File: src/rtl/proc_ctrl_pkg.sv
// Shared types and constants for the processor run/step sequencer.
package proc_ctrl_pkg;

   typedef enum logic [1:0] {
      IDLE = 2'd0,
      STEP = 2'd1,
      RUN  = 2'd2,
      HALT = 2'd3
   } ctrl_state_t;

   localparam int PC_W        = 7;
   localparam int DIV_DEFAULT = 25_000_000;

endpackage

File: src/rtl/rate_divider.sv
// Free-running modulo-DIV counter; Tick marks the cycle the count sits at DIV-1.
module rate_divider #(
   parameter int DIV = 4
) (
   input  logic Clock,
   input  logic Reset,
   input  logic Clr,
   input  logic En,
   output logic Tick
);

   localparam int CW = (DIV > 2) ? $clog2(DIV) : 1;
   localparam logic [CW-1:0] LAST = CW'(DIV - 1);

   logic [CW-1:0] count;

   // Count while enabled, wrapping from DIV-1 back to zero.
   always_ff @(posedge Clock) begin
      if (!Reset) begin
         count <= '0;
      end else if (Clr) begin
         count <= '0;
      end else if (En) begin
         count <= (count == LAST) ? '0 : count + CW'(1);
      end else begin
         count <= count;
      end
   end

   assign Tick = (count == LAST);

endmodule

File: src/rtl/proc_run_controller.sv
// Run/step sequencer producing the processor advance enable ProcEn.
// Define PROC_RUN_STEP_COUNT_EN to enable the ProcEn pulse counter on StepCount.
module proc_run_controller
   import proc_ctrl_pkg::*;
#(
   parameter int DIV  = DIV_DEFAULT,
   parameter int PC_W = proc_ctrl_pkg::PC_W
) (
   input  logic            Clock,
   input  logic            Reset,
   input  logic            StepStrobe,
   input  logic            Run,
   input  logic            BrkEn,
   input  logic [PC_W-1:0] BrkAddr,
   input  logic [PC_W-1:0] PC,
   output logic            ProcEn,
   output logic            Running,
   output logic            Halted,
   output logic [1:0]      Mode,
   output logic [15:0]     StepCount
);

   ctrl_state_t state;
   ctrl_state_t state_nxt;
   logic        skip;
   logic        skip_nxt;
   logic        pulse_nxt;
   logic        tick;
   logic        brk_hit;

   rate_divider #(.DIV(DIV)) u_div (
      .Clock (Clock),
      .Reset (Reset),
      .Clr   ((state != RUN) || !Run),
      .En    (state == RUN),
      .Tick  (tick)
   );

   // Skip lets the first pulse after leaving HALT move past the breakpoint.
   assign brk_hit = BrkEn && (PC == BrkAddr) && !skip;

   // Next-state, run-pulse and skip-flag decisions.
   always_comb begin
      state_nxt = state;
      skip_nxt  = skip;
      pulse_nxt = 1'b0;
      case (state)
         IDLE: begin
            if (Run) begin
               state_nxt = RUN;
            end else if (StepStrobe) begin
               state_nxt = STEP;
            end else begin
               state_nxt = IDLE;
            end
         end
         STEP: begin
            state_nxt = IDLE;
         end
         RUN: begin
            if (!Run) begin
               state_nxt = IDLE;
            end else if (tick && brk_hit) begin
               state_nxt = HALT;
            end else if (tick) begin
               pulse_nxt = 1'b1;
               skip_nxt  = 1'b0;
            end else begin
               state_nxt = RUN;
            end
         end
         HALT: begin
            if (StepStrobe) begin
               state_nxt = STEP;
               skip_nxt  = 1'b1;
            end else if (!Run) begin
               state_nxt = IDLE;
               skip_nxt  = 1'b1;
            end else begin
               state_nxt = HALT;
            end
         end
         default: begin
            state_nxt = IDLE;
         end
      endcase
   end

   // State, skip flag and all registered outputs.
   always_ff @(posedge Clock) begin
      if (!Reset) begin
         state   <= IDLE;
         skip    <= 1'b0;
         ProcEn  <= 1'b0;
         Running <= 1'b0;
         Halted  <= 1'b0;
      end else begin
         state   <= state_nxt;
         skip    <= skip_nxt;
         ProcEn  <= pulse_nxt || (state_nxt == STEP);
         Running <= (state_nxt == RUN);
         Halted  <= (state_nxt == HALT);
      end
   end

   assign Mode = state;

`ifdef PROC_RUN_STEP_COUNT_EN
   logic [15:0] step_count;

   // Counts every advance pulse; wraps naturally at 16 bits.
   always_ff @(posedge Clock) begin
      if (!Reset) begin
         step_count <= 16'h0000;
      end else if (ProcEn) begin
         step_count <= step_count + 16'd1;
      end else begin
         step_count <= step_count;
      end
   end

   assign StepCount = step_count;
`else
   assign StepCount = 16'h0000;
`endif

endmodule
File: config.mk
export PLATFORM = sky130hd
export DESIGN_NAME = proc_run_controller
export DESIGN_NICKNAME = d
export VERILOG_FILES = /design/src/rtl/proc_ctrl_pkg.sv /design/src/rtl/rate_divider.sv /design/src/rtl/proc_run_controller.sv
export SDC_FILE = /design/constraint.sdc
export NUM_CORES = 1
export LEC_CHECK = 0
export CAP_MARGIN = 20
export CORE_UTILIZATION = 28
export CTS_CLUSTER_DIAMETER = 150
export DETAILED_ROUTE_END_ITERATION = 10
export HOLD_SLACK_MARGIN = 0.03
export SLEW_MARGIN = 30
export SYNTH_ARGS = -nofsm -noshare
export SYNTH_HDL_FRONTEND = slang
export SYNTH_SLANG_ARGS = --single-unit
File: constraint.sdc
create_clock -name Clock -period 1.88 [get_ports Clock]
set_input_delay 0.376 -clock Clock [delete_from_list [all_inputs] [get_ports Clock]]
set_output_delay 0.376 -clock Clock [all_outputs]
set_load 0.05 [all_outputs]
# Word-level counts from Yosys, hierarchy flattened
# Cells that the tools add are included.
# classes
n_addsub	1
n_mul	0
div	0
magnitude_cmp	0
eq_ne	13
n_shift	0
n_mux	19
bitwise	1
n_reduce_logical	11
# op_table
operator	n
$add 25x1->25 const B	1
$eq 25x25->1 const B	1
$mux 25	1
$mux 2	6
$mux 1	10
$eq 2x2->1 const B	4
$ne 2x2->1 const B	4
$pmux 2 s4	1
$eq 7x7->1	1
$reduce_and 5->1	1
$eq 2x1->1 const B	2
$logic_and 1x1->1	3
$ne 3x3->1 const B	1
$logic_not 1->1	2
$logic_not 2->1	1
$logic_or 1x1->1	2
$pmux 1 s2	1
$reduce_bool 2->1	1
$reduce_or 2->1	1
$not 1->1	1
# word_totals
reg_bits	31
latch_bits	0
mem_bits_rw	0
mem_bits_ro	0
inputBits	19
output_inout_bits	21
wordCells	51
n_memories	0

# Logic depth before layout (Yosys ltp)
# Gate-level depths: netlist (run 1).
# depth
depth_word	9
depth_mapped	7
mapped_depth_nobuf	5

# Modules after synthesis
# A second synthesis (run 1) with hierarchy kept.
# hier_totals
hier_cells	201
area_unflattened_um2	1691.6
# by_module_without_submodules
mod	n_inst	cells_per_inst	area_per_inst_um2	seq_area_each_um2
rate_divider	1	145	1224.9	500.5
proc_run_controller	1	56	466.7	120.1

# Least setup slack after synthesis (run 1)
# Ideal clock, no wire load.
# synth_path
kind	register to register
from	register state[1], in the netlist Mode[1]
to	register u_div.count[21]
setup_time_ps	79
arrival_time_ps	2210
required_ps	1801
setup_slack_ps	-409
stages_incl_launch_ff	6
path_buffers	1
period_less_slack_ps	2289
cell_sequence	dfxtp_1 > nand2b_4 > or4_4 > buf_6 > or4_1 > a211oi_2
# synth_between
elab_chain_cells	3
elab_cells_between_ends	4
cone_classes	eq/ne (2); reduce/logical (2)
# synth_lines
element	line	text
from (decl)	proc_run_controller.sv:23	ctrl_state_t state;
from (signal assigned)	proc_run_controller.sv:98	state <= state_nxt;
$ne 2x2->1	proc_run_controller.sv:34	.Clr ((state != RUN) || !Run),
$logic_or 1x1->1	proc_run_controller.sv:34	
$reduce_or 2->1 (no source line)	--	
to (signal assigned)	rate_divider.sv:24	count <= (count == LAST) ? '0 : count + CW'(1);
to (signal assigned)	rate_divider.sv:26	count <= count;
to (decl)	rate_divider.sv:15	logic [CW-1:0] count;
# Several ways; a longest one is shown, not always the timed one.
# A chain may end at the register's enable or synchronous reset.

# Worst setup path in the final report (run 1)
# layout_path
from	register u_div.count[0]
to	register u_div.count[19]
# layout_between
elab_chain_cells	2
elab_cells_between_ends	3
cone_classes	add/sub (1); eq/ne (1); mux (1)
# layout_lines
element	line
$add 25x1->25 or $eq 25x25->1 (tied branches)	rate_divider.sv:24
$mux 25 (*)	rate_divider.sv:24
# Mark *: on every way between the ends. The rest lies on a longest branch, timed or not.

==> summary.txt, run 1 <==
Run status
  – Status: finished with violations
  – Failing checks: negative setup slack

Clocking
  – Clk root buf: clkbuf_8
  – Hold buffers post-CTS: 0
  – CTS buffer count: 5
  – H-tree Lvls: 2
  – Clk buf depth: 2
  – Clock Latency Late Sink: 0.28 ns
  – # clock sinks: 31
  – CTS tree: built
  – Clk pin slew, worst setup/hold paths: 0.06 ns

Critical path
  – CP max stage delay: 0.50 ns
  – CP Max Fanout: 5
  – Crit. End Element: flop
  – Crit path kind: reg2reg
  – CP delay by family, top: simple AND/OR/NAND/NOR gates
  – CP max-delay cell: or4_4
  – Critical Path Start: u_div.count[0]$_SDFFE_PP0P_
  – CP startpoint kind: flop
  – Critical Path End: u_div.count[19]$_SDFFE_PP0P_
  – Critical Path, Cell by Cell: buf_6 > nand4_1 > or4_4 > or4_4 > a211oi_2
  – WP buf/inv: 1
  – Most used cell, CP: or4_4
  – Reg2Reg Depth: 5
  – Internal reg-to-reg setup slack: -0.0003 ns
  – RR Startpoint: u_div.count[0]$_SDFFE_PP0P_
  – Worst EP required: 2.08 ns
  – Stages on worst setup path: 5
  – Reg-to-reg endpoint: u_div.count[19]$_SDFFE_PP0P_
  – Critical path arrival: 2.08 ns

STA
  – Worst hold slack: 0.5143 ns
  – Max transition margin: 66.60%
  – Final Worst Setup Slack: -0.0003053 ns
  – Final Slew Violations: 0
  – Final setup fails: 1
  – Minimum clock period: 1.880 ns
  – Slew of the pin with the lowest slew margin: 0.4994 ns
  – Final hold viol count: 0
  – Clock Skew: 0.004983 ns
  – Fin crit share: 100.0%
  – Max Clock Freq: 531.8 MHz
  – Unrepaired setup endpoints after global routing: true

Place
  – PortBufs: 23
  – Pre-CTS setup slack: -0.07795 ns
  – GP Congestion: 0.7860
  – Placed instance area: 2293 sq um
  – Hpwl dp: 3045 um

Layout
  – Area Growth Syn to Fin: 39.96%
  – Share of cells above drive strength 1: 32.58%
  – N_diodes: 0
  – Final net count: 287
  – Final Cell Area: 2502 sq um

Die
  – Die Width: 81.91 um
  – Die Ht: 81.91 um
  – Core Area: 6026 sq um
  – Die footprint: 6709 sq um
  – Initial Util: 29.67%
  – FP Rows: 28
  – I/O pin count: 40

Power
  – Int Pwr: 987.3 uW
  – Worst IR Drop VDD: 0.3036 mV
  – Switch Pwr: 359.9 uW
  – Cell leakage power: 0.8562 nW
  – Sequential power share: 49.2%
  – Switching part of the total: 26.72%
  – Pwr Density: 538.4 nW/um^2
  – Clock Power Share: 35.8%
  – Comb pwr share: 15.0%

Global routing
  – Antenna violations before repair: 0
  – GRT Overall Usage: 13.05%
  – First-pass GRT wire length: 6693 um
  – Number of global-route vias before repair: 1478
  – Total gr overflow: 0
  – Largest net degree at the start of global routing: 15

Synthesis
  – YS warnings: 0
  – Register area share after synthesis: 34.71%
  – Mapped Avg Cell Area: 8.808 sq um
  – Number of synthesized register bits: 31
  – Synthesized area: 1788 sq um
  – Yosys cell types: 43
  – Synthesized instance count: 203
  – Area contributors post-synth: dfxtp_1, buf_4, xnor2_1
  – Yosys top cell by area: dfxtp_1
  – Synth top area share: 34.71%

Route
  – Routed Antenna Nets: 0
  – Via density: 4.836
  – Top Layer Used: met4
  – Met2 WL post-DR: 2007 um
  – DRT iter0 DRCs: 108
  – Drt drc: 0
  – DRT Wirelength: 4387 um
  – Metal3 WL: 261 um
  – Drt pass-1 iters: 4
  – Via count: 1654
  – Met1 Wirelength: 2081 um
  – Routed WL per cell: 12.83 um

Run
  – Max-Cap Viols: 0

Worst hold path
  – Hold Crit Class: reg2reg
-- power groups by stage --
stage	Sequential (mW)	Combinational, mW	Clock (mW)
detailed placement	0.679	0.197	0
CTS	0.664	0.199	0.498
global route	0.663	0.216	0.524
global placement	0.678	0.196	0
finish	0.663	0.202	0.482
floorplan	0.696	0.132	0
-- state kept, by name, indices dropped and copies added (netlist names) --
register / flops
Running: 1
u_div.count: 25
skip: 1
ProcEn: 1
Mode: 2
Halted: 1
-- what timing repair did --
item | CTS | global route
gates resized for setup | 7 | 13
setup buffers | 3 | 4
gates cloned | 0 | 1
pin swaps | 11 | 8
setup endpoints to repair | 5 | 16
-- metrics by stage --
step / power (mW) / util (%) / std cells / setup TNS (ns)
after floorplan: 0.8282 / - / 218 / -0.06285
after global placement: 0.8746 / 38.06 / 327 / -0.02011
after detailed placement: 0.8759 / 38.06 / 327 / -0.1684
after CTS: 1.361 / 40.18 / 337 / -0.1469
after global routing: 1.403 / 41.53 / 342 / -0.1389
final: 1.347 / 41.53 / 342 / -0.0003053
-- per-layer routing --
layer | track usage, % | vias to the layer above
li1 | - | 848
met1 | 16.40 | 761
met2 | 21.40 | 41
met3 | 3.556 | 4
met4 | 4.211 | 0
met5 | 0 | -
-- cells by family after synthesis --
| family | count (synthesis) | share of synthesized area (%) |
|---|---|---|
| flops | 31 | 34.71 |
| other cells | 1 | 0.2097 |
| compound gates | 35 | 13.79 |
| xor+xnor | 18 | 8.817 |
| buf+inv | 33 | 12.60 |
| fa+ha+maj | 1 | 0.6997 |
| simple gates | 84 | 29.18 |
-- how the worst min path moves through the flow --
stage	start	end	slack, ns	depth (start not counted)
after floorplan	u_div.count[0]$_SDFFE_PP0P_	u_div.count[0]$_SDFFE_PP0P_	0.42	1
after global placement	u_div.count[22]$_SDFFE_PP0P_	u_div.count[22]$_SDFFE_PP0P_	0.50	2
after detailed placement	u_div.count[22]$_SDFFE_PP0P_	u_div.count[22]$_SDFFE_PP0P_	0.50	2
after CTS	u_div.count[22]$_SDFFE_PP0P_	u_div.count[22]$_SDFFE_PP0P_	0.51	2
after global routing	u_div.count[22]$_SDFFE_PP0P_	u_div.count[22]$_SDFFE_PP0P_	0.54	2
final	u_div.count[22]$_SDFFE_PP0P_	u_div.count[22]$_SDFFE_PP0P_	0.51	2
-- synthesized netlist by cell type (all sizes together) --
| master | instances |
|---|---|
| o31ai | 5 |
| and3 | 4 |
| or4bb | 2 |
| nand3 | 7 |
| or4 | 7 |
| a21oi | 3 |
| o2bb2ai | 1 |
| buf | 23 |
| nand4bb | 1 |
| conb | 1 |
| dfxtp | 31 |
| or2 | 1 |
| and4 | 2 |
| a211oi | 13 |
| inv | 8 |
| nor2 | 6 |
| nand2 | 12 |
| or3 | 7 |
| clkbuf | 2 |
| o21a | 1 |
| nand4 | 6 |
| xor2 | 8 |
| xnor2 | 10 |
| a31o | 1 |
| nand2b | 2 |
| nor3 | 17 |
| nor4 | 7 |
| a31oi | 2 |
| nor3b | 1 |
| ha | 1 |
| or4b | 2 |
| o21ai | 8 |
| o32ai | 1 |
-- worst min-delay path, delay by kind of cell, from the launching register on --
kind               cells  cell delay, ns
AOI/OAI and AO/OA      2            0.13
DFF                    1            0.33
-- placed cells by master (no fill, tap or decap), drive strengths merged, types with 7 or more instances in the layout --
cell type and n:
nand3 7, or4 8, dfxtp 31, conb 16, xnor2 10, nor3 17
clkdlybuf4s50 21, a211oi 13, buf 45, inv 8, nor4 7, xor2 8
o21ai 8, or3 7, clkbuf 7, nand2 12
-- cell type report --
type | count | area (sq um)
Fill cell | 604 | 3523
Multi-Input combinational cell | 155 | 1090
Sequential cell | 31 | 640.6
Timing Repair Buffer | 66 | 571.8
Tap cell | 75 | 93.84
Clock buffer | 7 | 76.32
Inverter | 8 | 30.03
Power figures use the tool's default switching activity.
==> run 2: changes to the inputs <==
Settings changed: GPL_ROUTABILITY_DRIVEN set to 1.
Clock period 1.88 ns to 2.4 ns, I/O delays scaled along.
==> summary.txt, run 2 (synthesis gave the netlist of run 1 again) <==
Run status
  – Status: completed

STA
  – Final hold viol count: 0
  – Clock Skew: 0.007802 ns
  – Max transition margin: 63.80%
  – Max Clock Freq: 476.3 MHz
  – Slew of the pin with the lowest slew margin: 0.5429 ns
  – Unrepaired setup endpoints after global routing: false
  – Post-Route Setup TNS: 0 ns
  – Worst hold slack: 0.4896 ns
  – Final setup fails: 0
  – Fin crit share: 87.47%
  – Final Slew Violations: 0
  – Minimum clock period: 2.099 ns

Global routing
  – M2 GR Usage: 17.19%
  – Met3 global-route usage: 5.000%
  – Met1 Resource Use GR: 15.27%
  – GR peak layer: met2
  – GRT Overall Usage: 11.49%
  – Antenna violations before repair: 0
  – Number of global-route vias before repair: 1298
  – Total gr overflow: 0
  – Largest net degree at the start of global routing: 27
  – First-pass GRT wire length: 5892 um

Die
  – Initial Util: 29.67%
  – Core Area: 6026 sq um
  – I/O pin count: 40
  – Die footprint: 6709 sq um
  – Die Ht: 81.91 um
  – FP Rows: 28
  – Die Width: 81.91 um

Place
  – Hpwl dp: 2565 um
  – GP Congestion: 0.7343
  – PortBufs: 23

Route
  – Drt drc: 0
  – Via density: 4.931
  – Routed WL per cell: 11.93 um
  – Routed Antenna Nets: 0
  – DRT Wirelength: 3616 um
  – Drt pass-1 iters: 4
  – Via count: 1494
  – DRT iter0 DRCs: 75

Critical path
  – Worst EP required: 2.60 ns
  – CP startpoint kind: flop
  – Crit. End Element: flop
  – CP Max Fanout: 14
  – Critical path arrival: 2.30 ns
  – Crit path kind: reg2reg

Layout
  – Max reg flops: 25
  – Most frequent cells in the layout: dfxtp_1, clkdlybuf4s50_1, nor3_1
  – Final net count: 249
  – Share of cells above drive strength 1: 10.96%
  – Largest Register: u_div.count
  – Most common cell after layout, fill and taps aside: dfxtp_1
  – N_diodes: 0
  – Area Growth Syn to Fin: 17.63%

Run
  – Max-Cap Viols: 0

Worst hold path
  – Hold Crit Class: reg2reg

Clocking
  – Clk root buf: clkbuf_8
  – Clk pin slew, worst setup/hold paths: 0.06 ns
  – Clock Latency Late Sink: 0.28 ns
  – CTS tree: built
  – # clock sinks: 31
  – H-tree Lvls: 2
  – CTS buffer count: 5
  – Post-CTS Resized: 0
  – Number of post-CTS setup repair buffers: 0
  – Clk buf depth: 2
  – Hold buffers post-CTS: 0

Power
  – Pwr Density: 493.8 nW/um^2
  – Cell leakage power: 0.6405 nW
  – Worst IR Drop VDD: 0.2237 mV
run 2: changes by cell type in the layout (fill, tap and decap cells not counted), moves of 2 or more:
cell             delta
a211oi_2            -5
dfxtp_4             -3
or4_1               +4
buf_6               -3
or4_4               -5
dfxtp_2             -7
dfxtp_1            +10
a211oi_1            +5
clkdlybuf4s50_1     +2
buf_4              -36
run 2: report_power, final:
part           switching, mW  leakage, nW  total, mW  internal [mW]
registers            0.00351        0.250      0.522          0.519
logic                 0.0954        0.353      0.143         0.0474
clock network          0.181       0.0371      0.373          0.193
run 2: through the flow:
step / cell area [sq um] / instances / util [%] / setup slack, ns / total power, mW
2_1_floorplan: 1844 / 218 / - / 0.1107 / 0.6495
6_report: 2103 / 303 / 34.90 / 0.3006 / 1.039
5_1_grt: 2103 / 303 / 34.90 / 0.1658 / 1.082
3_5_place_dp: 2031 / 297 / 33.70 / 0.3110 / 0.6764
4_1_cts: 2103 / 303 / 34.90 / 0.2956 / 1.045
3_3_place_gp: 2031 / 297 / 33.70 / 0.2940 / 0.6769
run 2: layout make-up:
cell class                 instances  area, sq um
sequential                        31        620.6
fill                             633         3923
tap                               75        93.84
multi-input combinational        154        998.5
inverter                           8        30.03
timing repair buffer              29        287.8
clock buffer                       6        72.57
run 2: routing by layer:
metal / up-vias / part of all wire, %
met3: 4 / 8.1
met5: - / 0
met4: 0 / 0.53
li1: 764 / -
met2: 41 / 42
met1: 685 / 50
run 2: worst max-delay path, stage by stage, from the launching register on:
cell and delay, ns:
dfxtp_1 0.37, ha_1 0.22, nand3_2 0.09, or4_4 0.60
or4_1 0.52, a211oi_1 0.23
run 2: path summary, 6_finish.rpt:
path	from	endpoint	slack, ns	depth (start not counted)
max	u_div.count[0]$_SDFFE_PP0P_	u_div.count[24]$_SDFFE_PP0P_	0.30	5
min	u_div.count[0]$_SDFFE_PP0P_	u_div.count[0]$_SDFFE_PP0P_	0.49	1
max reg2reg	u_div.count[0]$_SDFFE_PP0P_	u_div.count[24]$_SDFFE_PP0P_	0.30	5
min reg2reg	u_div.count[0]$_SDFFE_PP0P_	u_div.count[0]$_SDFFE_PP0P_	0.49	1
